--- src/rtl/dif_readout_pkg.sv ---
// Shared definitions for the DIF readout arbiter.
//   arbState_e         : packet framing FSM states
//   DEFAULT_HEADER_TAG : upper byte of every header word
//   MAX_SRC            : largest supported number of sources
//   rrSearch()         : round-robin search helper shared by pickers
package dif_readout_pkg;

    typedef enum logic [1:0] {
        IDLE    = 2'd0,
        HEADER  = 2'd1,
        DATA    = 2'd2,
        TRAILER = 2'd3
    } arbState_e;

    localparam logic [7:0] DEFAULT_HEADER_TAG = 8'hA5;
    localparam int         MAX_SRC            = 16;

    // Returns the first set request found searching upward from ptr+1,
    // wrapping modulo numSrc, or -1 when nothing is requesting.
    function automatic int rrSearch(input logic [MAX_SRC-1:0] req,
                                    input int                 ptr,
                                    input int                 numSrc);
        int idx;
        int found;
        found = -1;
        for (int k = 1; k <= MAX_SRC; k++) begin
            idx = ptr + k;
            if (idx >= numSrc) begin
                idx = idx - numSrc;
            end
            if (k <= numSrc && found < 0 && req[idx[3:0]]) begin
                found = idx;
            end
        end
        return found;
    endfunction

endpackage

--- src/rtl/dif_readout_arbiter_if.sv ---
// Bus bundle between the per-ASIC readout streams, the arbiter and the
// external USB FIFO write port.
//   SrcData/SrcValid/SrcLast : packed source streams, source i at [16i+15:16i]
//   SrcReady                 : per-source accept
//   ExternalFifoFull         : almost-full from the external FIFO
//   ExternalFifoData/Enable  : registered write port
// master = arbiter side, slave = sources + FIFO side.
interface dif_readout_arbiter_if #(
    parameter int NUM_SRC = 4
);
    logic [16*NUM_SRC-1:0] SrcData;
    logic [NUM_SRC-1:0]    SrcValid;
    logic [NUM_SRC-1:0]    SrcLast;
    logic [NUM_SRC-1:0]    SrcReady;
    logic                  ExternalFifoFull;
    logic [15:0]           ExternalFifoData;
    logic                  ExternalFifoDataEnable;

    modport master (
        input  SrcData, SrcValid, SrcLast, ExternalFifoFull,
        output SrcReady, ExternalFifoData, ExternalFifoDataEnable
    );

    modport slave (
        output SrcData, SrcValid, SrcLast, ExternalFifoFull,
        input  SrcReady, ExternalFifoData, ExternalFifoDataEnable
    );
endinterface

--- src/rtl/dif_readout_arbiter_rr_priority_picker.sv ---
// Combinational round-robin picker.
//   request    : one request bit per source
//   pointer    : last winner; search starts at pointer+1
//   grantIndex : winning source (0 when none)
//   grantValid : at least one request present
module rr_priority_picker
    import dif_readout_pkg::*;
#(
    parameter int NUM_SRC = 4,
    parameter int IDX_W   = $clog2(NUM_SRC)
) (
    input  logic [NUM_SRC-1:0] request,
    input  logic [IDX_W-1:0]   pointer,
    output logic [IDX_W-1:0]   grantIndex,
    output logic               grantValid
);

    logic [MAX_SRC-1:0] reqExt;
    int                 sel;

    always_comb begin
        reqExt              = '0;
        reqExt[NUM_SRC-1:0] = request;
        sel                 = rrSearch(reqExt, int'(pointer), NUM_SRC);
        grantValid          = (sel >= 0);
        grantIndex          = grantValid ? sel[IDX_W-1:0] : '0;
    end

endmodule

--- src/rtl/dif_readout_arbiter.sv ---
// Packet-level round-robin arbiter sharing the external USB FIFO write
// port between NUM_SRC readout streams. Each granted packet is framed as
// header {HEADER_TAG, source index}, data words, trailer (data-word count).
//   Clk, reset_n : clock, synchronous active-low reset
//   Enable       : permits new grants (an open packet always completes)
//   bus          : source streams + external FIFO port (master side)
//   Busy         : FSM outside IDLE
//   GrantIndex   : current or last granted source
//   PacketCount  : completed packets, wrapping
module dif_readout_arbiter
    import dif_readout_pkg::*;
#(
    parameter int         NUM_SRC    = 4,
    parameter logic [7:0] HEADER_TAG = DEFAULT_HEADER_TAG,
    parameter int         IDX_W      = $clog2(NUM_SRC)
) (
    input  logic                  Clk,
    input  logic                  reset_n,
    input  logic                  Enable,
    dif_readout_arbiter_if.master bus,
    output logic                  Busy,
    output logic [IDX_W-1:0]      GrantIndex,
    output logic [15:0]           PacketCount
);

    arbState_e          stateReg, stateNext;
    logic [IDX_W-1:0]   grantReg, grantNext;
    logic [IDX_W-1:0]   ptrReg, ptrNext;
    logic [15:0]        wordCntReg, wordCntNext;
    logic [15:0]        pktCntReg, pktCntNext;
    logic [15:0]        dataReg, dataNext;
    logic               enReg, enNext;
    logic [NUM_SRC-1:0] readyVec;

    logic [IDX_W-1:0]   pickIndex;
    logic               pickValid;
    logic [15:0]        srcWord [NUM_SRC];

    genvar gi;
    generate
        for (gi = 0; gi < NUM_SRC; gi++) begin : gUnpack
            assign srcWord[gi] = bus.SrcData[16*gi +: 16];
        end
    endgenerate

    rr_priority_picker #(
        .NUM_SRC (NUM_SRC),
        .IDX_W   (IDX_W)
    ) uPicker (
        .request    (bus.SrcValid),
        .pointer    (ptrReg),
        .grantIndex (pickIndex),
        .grantValid (pickValid)
    );

    // Full is looked at in the same cycle every write is decided; the
    // FIFO's 2-word margin covers the registered output stage.
    always_comb begin
        stateNext   = stateReg;
        grantNext   = grantReg;
        ptrNext     = ptrReg;
        wordCntNext = wordCntReg;
        pktCntNext  = pktCntReg;
        dataNext    = dataReg;
        enNext      = 1'b0;
        readyVec    = '0;
        case (stateReg)
            IDLE: begin
                if (Enable && pickValid) begin
                    grantNext   = pickIndex;
                    wordCntNext = '0;
                    stateNext   = HEADER;
                end
            end
            HEADER: begin
                if (!bus.ExternalFifoFull) begin
                    dataNext  = {HEADER_TAG, {(8-IDX_W){1'b0}}, grantReg};
                    enNext    = 1'b1;
                    stateNext = DATA;
                end
            end
            DATA: begin
                readyVec[grantReg] = !bus.ExternalFifoFull;
                if (!bus.ExternalFifoFull && bus.SrcValid[grantReg]) begin
                    dataNext = srcWord[grantReg];
                    enNext   = 1'b1;
                    if (wordCntReg != 16'hFFFF) begin
                        wordCntNext = wordCntReg + 16'd1;
                    end
                    if (bus.SrcLast[grantReg]) begin
                        stateNext = TRAILER;
                    end
                end
            end
            TRAILER: begin
                if (!bus.ExternalFifoFull) begin
                    dataNext   = wordCntReg;
                    enNext     = 1'b1;
                    ptrNext    = grantReg;
                    pktCntNext = pktCntReg + 16'd1;
                    stateNext  = IDLE;
                end
            end
            default: stateNext = IDLE;
        endcase
    end

    // Pointer resets to the last source so source 0 wins the first grant.
    always_ff @(posedge Clk) begin
        if (!reset_n) begin
            stateReg   <= IDLE;
            grantReg   <= '0;
            ptrReg     <= IDX_W'(NUM_SRC - 1);
            wordCntReg <= '0;
            pktCntReg  <= '0;
            dataReg    <= '0;
            enReg      <= 1'b0;
        end else begin
            stateReg   <= stateNext;
            grantReg   <= grantNext;
            ptrReg     <= ptrNext;
            wordCntReg <= wordCntNext;
            pktCntReg  <= pktCntNext;
            dataReg    <= dataNext;
            enReg      <= enNext;
        end
    end

    assign bus.SrcReady               = readyVec;
    assign bus.ExternalFifoData       = dataReg;
    assign bus.ExternalFifoDataEnable = enReg;
    assign Busy                       = (stateReg != IDLE);
    assign GrantIndex                 = grantReg;
    assign PacketCount                = pktCntReg;

endmodule

--- src/flat_wrapper.sv ---
// flat-port wrapper written by rule: the top's interface ports become plain ports
module dif_readout_arbiter_flat import dif_readout_pkg::*;
#(
    parameter int         NUM_SRC    = 4,
    parameter logic [7:0] HEADER_TAG = DEFAULT_HEADER_TAG,
    parameter int         IDX_W      = $clog2(NUM_SRC)
)
  (Clk, reset_n, Enable, Busy, GrantIndex, PacketCount, bus_SrcData, bus_SrcValid, bus_SrcLast, bus_ExternalFifoFull, bus_SrcReady, bus_ExternalFifoData, bus_ExternalFifoDataEnable);
  dif_readout_arbiter_if #(.NUM_SRC(NUM_SRC)) bus_i ();
  input  logic Clk;
  input  logic reset_n;
  input  logic Enable;
  output logic Busy;
  output logic [IDX_W-1:0] GrantIndex;
  output logic [15:0] PacketCount;
  input wire logic [$bits(bus_i.SrcData)-1:0] bus_SrcData;
  input wire logic [$bits(bus_i.SrcValid)-1:0] bus_SrcValid;
  input wire logic [$bits(bus_i.SrcLast)-1:0] bus_SrcLast;
  input wire logic [$bits(bus_i.ExternalFifoFull)-1:0] bus_ExternalFifoFull;
  output wire logic [$bits(bus_i.SrcReady)-1:0] bus_SrcReady;
  output wire logic [$bits(bus_i.ExternalFifoData)-1:0] bus_ExternalFifoData;
  output wire logic [$bits(bus_i.ExternalFifoDataEnable)-1:0] bus_ExternalFifoDataEnable;
  assign bus_i.SrcData = bus_SrcData;
  assign bus_i.SrcValid = bus_SrcValid;
  assign bus_i.SrcLast = bus_SrcLast;
  assign bus_i.ExternalFifoFull = bus_ExternalFifoFull;
  assign bus_SrcReady = bus_i.SrcReady;
  assign bus_ExternalFifoData = bus_i.ExternalFifoData;
  assign bus_ExternalFifoDataEnable = bus_i.ExternalFifoDataEnable;
  dif_readout_arbiter #(.NUM_SRC(NUM_SRC), .HEADER_TAG(HEADER_TAG), .IDX_W(IDX_W)) u_core (.Clk(Clk), .reset_n(reset_n), .Enable(Enable), .bus(bus_i), .Busy(Busy), .GrantIndex(GrantIndex), .PacketCount(PacketCount));
endmodule
--- config.mk ---
export PLATFORM = sky130hd
export DESIGN_NAME = dif_readout_arbiter_flat
export DESIGN_NICKNAME = d
export VERILOG_FILES = /design/src/rtl/dif_readout_pkg.sv /design/src/rtl/dif_readout_arbiter_if.sv /design/src/rtl/dif_readout_arbiter_rr_priority_picker.sv /design/src/rtl/dif_readout_arbiter.sv /design/src/flat_wrapper.sv
export SDC_FILE = /design/constraint.sdc
export NUM_CORES = 1
export LEC_CHECK = 0
export ABC_CLOCK_PERIOD_IN_PS = 2800
export BUFFER_PORTS_ARGS = -buffer_cell sky130_fd_sc_hd__clkbuf_2
export CAP_MARGIN = 15
export CORE_MARGIN = 5
export CORE_UTILIZATION = 51
export CTS_CLUSTER_SIZE = 12
export DETAILED_ROUTE_END_ITERATION = 10
export PLACE_DENSITY = 0.81
export SYNTH_ARGS = -nofsm -noshare
export SYNTH_HDL_FRONTEND = slang
export SYNTH_SLANG_ARGS = --single-unit
--- constraint.sdc ---
create_clock -name Clk -period 2.8 [get_ports Clk]
set_clock_uncertainty 0.2 [all_clocks]
set_input_delay 0.28 -clock Clk [delete_from_list [all_inputs] [get_ports Clk]]
set_output_delay 0.28 -clock Clk [all_outputs]
set_load 0.005 [all_outputs]
==> results_dict.tcl <==
set metrics [dict create \
    arrival_ps 2710 \
    yosys.area_share.simple 0.2616 \
    r2r_slack_ps 150 \
    root_buffer "clkbuf_8" \
    synth_cells 369 \
    finalSetupTns_ps 0 \
    portBuffers 115 \
    chipWidth_um 92.69 \
    finalCriticalPeriod_ps 2650 \
    post_drt_via_cell_ratio 5.948 \
    nets 562 \
    fin_crit_sh 0.9466 \
    cts_max_path_buffers 2 \
    hp-class "primary input to flip-flop" \
    ys_types 63 \
    grt_pass1_wl_um 15210 \
    synth-adder-area-share 0.03947 \
    crit_family "simple AND/OR/NAND/NOR gates" \
    yosys_warnings 0 \
    worst_slack_ps 149.6 \
    ir_drop_mv 0.3838 \
    power.leakage_nw 1.819 \
    core_area_um2 6719 \
    synthFlopType "dfxtp_1" \
    fmax_mhz 377.3 \
    dp_cells 548 \
    die_area_um2 8591 \
    clkTransAtPathRegs_ps 100 \
    path_buf_inv 2 \
    crit_type "flip-flop to flip-flop" \
    hold_violations 0 \
    layout-drive-gt1-share 0.3508 \
    cts.sink_count 55 \
    critPathLaunchType "flip-flop" \
    start_util 0.5190 \
    postCtsSetupBuffers 0 \
    end_kind "flip-flop" \
    max_cap_violations 0 \
    die_height_um 92.69 \
    pre_cts_ws_ps 200.7 \
    dp_hpwl_um 7014 \
    synthXorXnorAreaFrac 0.03265 \
    first_iter_violations 225 \
    outcome "finished, final reports clean" \
    slowest_stage "or4_4" \
    gp_congestion 0.8888 \
    slew_headroom 0.5961 \
    cts_tree "built" \
    synth_mux_area_frac 0.1385 \
    rsz0062_at_grt "false" \
    postRouteWirelength_um 9091 \
    num_vias 3307 \
    placementRows 30 \
    netlist_area_um2 3487 \
    syn_nets 456 \
    crit_chain "inv_1, ha_1, a21boi_0, a22oi_2, nand4b_4, nor3b_4, buf_4, or4_4, a21oi_2" \
    ios 116 \
    slew_viol_final 0 \
    diodes 0 \
    area_delta_synth_final_pct 21.49 \
    grt_antenna_before_repair 0 \
    power_density_nw_per_um2 689.3 \
    multi_input_area_um2 2218 \
    setup_viol 0 \
    first_global_vias 3323 \
    numCtsBuffers 5 \
    synth_top_family_by_area "simple AND/OR/NAND/NOR gates" \
    first_pass_iters 4 \
    synth_compound_gate_area_share 0.1640 \
    layout_commonest_cell "clkbuf_2" \
    insertion_delay_ps 320 \
    layout_common_cells "115 x clkbuf_2, 55 x dfxtp_1, 24 x nand2_1" \
    grt_max_degree 35 \
    ys_seq_area_frac 0.3158 \
    grt_overflow_total 0 \
    post_cts_resized 0 \
    grt.total_usage 0.2139 \
    wire_per_inst_um 16.35 \
    syn_area_per_cell_um2 9.450 \
    htreeDepth 2 \
    ys_seq_elements 55 \
    fillers 570 \
    postCtsHoldBufs 0 \
    async_reset_ff_frac 0 \
    layoutNonFillerInstCount 556 \
    drtAntennaViolNets 0 \
    slowest_delay_ps 530 \
    register_area_um2 1101 \
    worst-path-max-fanout 28 \
    drc 0 \
    required_ps 2860 \
    worst_pin_slew_ps 605.8 \
    synth_edf_count 0 \
]
## cell families (layout without fill, tap and decap cells)
kind of cell | Yosys count | in the layout
compound gates | 80 | 80
xor+xnor | 13 | 13
flops | 55 | 55
simple gates | 149 | 149
buf+inv | 36 | 143
mux | 25 | 25
fa+ha+maj | 11 | 11
## per-stage QoR
step                  util  power [mW]  area, um2  hold WS (ps)
finish              0.6305       2.920       4237         90.54
CTS                 0.6305       2.938       4237         83.20
global route        0.6305       3.122       4237         89.89
detailed placement  0.6125       2.372       4115         290.0
floorplan                -       1.947       3487         159.3
global placement    0.6125       2.316       4115         283.0
## final cells by class
class,count,area share
clock buffer,6,0.01949
clock inverter,2,0.009155
inverter,8,0.007088
multi-input combinational,278,0.5236
sequential,55,0.2599
tap,80,0.02363
timing repair buffer,127,0.1571
## layer usage
metal  up-vias  routed length (um)  global-route usage
li1       1609                   -                   -
met1      1551                3805              0.2655
met2       133                4550              0.3680
met3        14                 595             0.04874
met4         0                 139             0.06716
met5         -                   0                   0
## where the power goes
group | total (mW) | switching [mW] | internal [mW]
clock | 0.570 | 0.275 | 0.295
sequential | 1.01 | 0.0856 | 0.925
combinational | 1.34 | 0.739 | 0.600
total | 2.92 | 1.10 | 1.82
## cell usage after synthesis (all sizes together) (4+ instances only)
cell type	count	share of area
nand3	22	0.035
nor2	16	0.017
mux4	18	0.12
or3	8	0.014
ha	11	0.039
o21ai	16	0.023
nor3b	11	0.027
nand2b	4	0.0093
nand2	25	0.029
clkbuf	18	0.019
buf	10	0.020
o211ai	5	0.011
mux2i	4	0.011
nor2b	4	0.0072
and2	13	0.023
o211a	6	0.017
a21oi	19	0.028
inv	8	0.0086
dfxtp	55	0.32
a221oi	10	0.025
a22oi	4	0.014
or4	6	0.014
nor3	4	0.0057
o31ai	4	0.0086
nand3b	4	0.0086
and3	9	0.016
xnor2	10	0.025
nand4	10	0.018
## worst paths after layout
kind	to	start	cells after the start
worst max-delay path	u_core.wordCntReg[15]	u_core.ptrReg[1]	9
worst min-delay path	u_core.bus.ExternalFifoDataEnable	bus_ExternalFifoFull	2
worst max register to register	u_core.wordCntReg[15]	u_core.ptrReg[1]	9
worst min register to register	u_core.bus.ExternalFifoData[5]	u_core.bus.ExternalFifoData[5]	2
## sequential cells by signal, summed over array words and instances, names as in the netlist
signal,cells
u_core.GrantIndex,2
u_core.PacketCount,16
u_core.bus.ExternalFifoData,16
u_core.bus.ExternalFifoDataEnable,1
u_core.ptrReg,2
u_core.stateReg,2
u_core.wordCntReg,16
No activity file was read; power rests on OpenSTA's default activity.
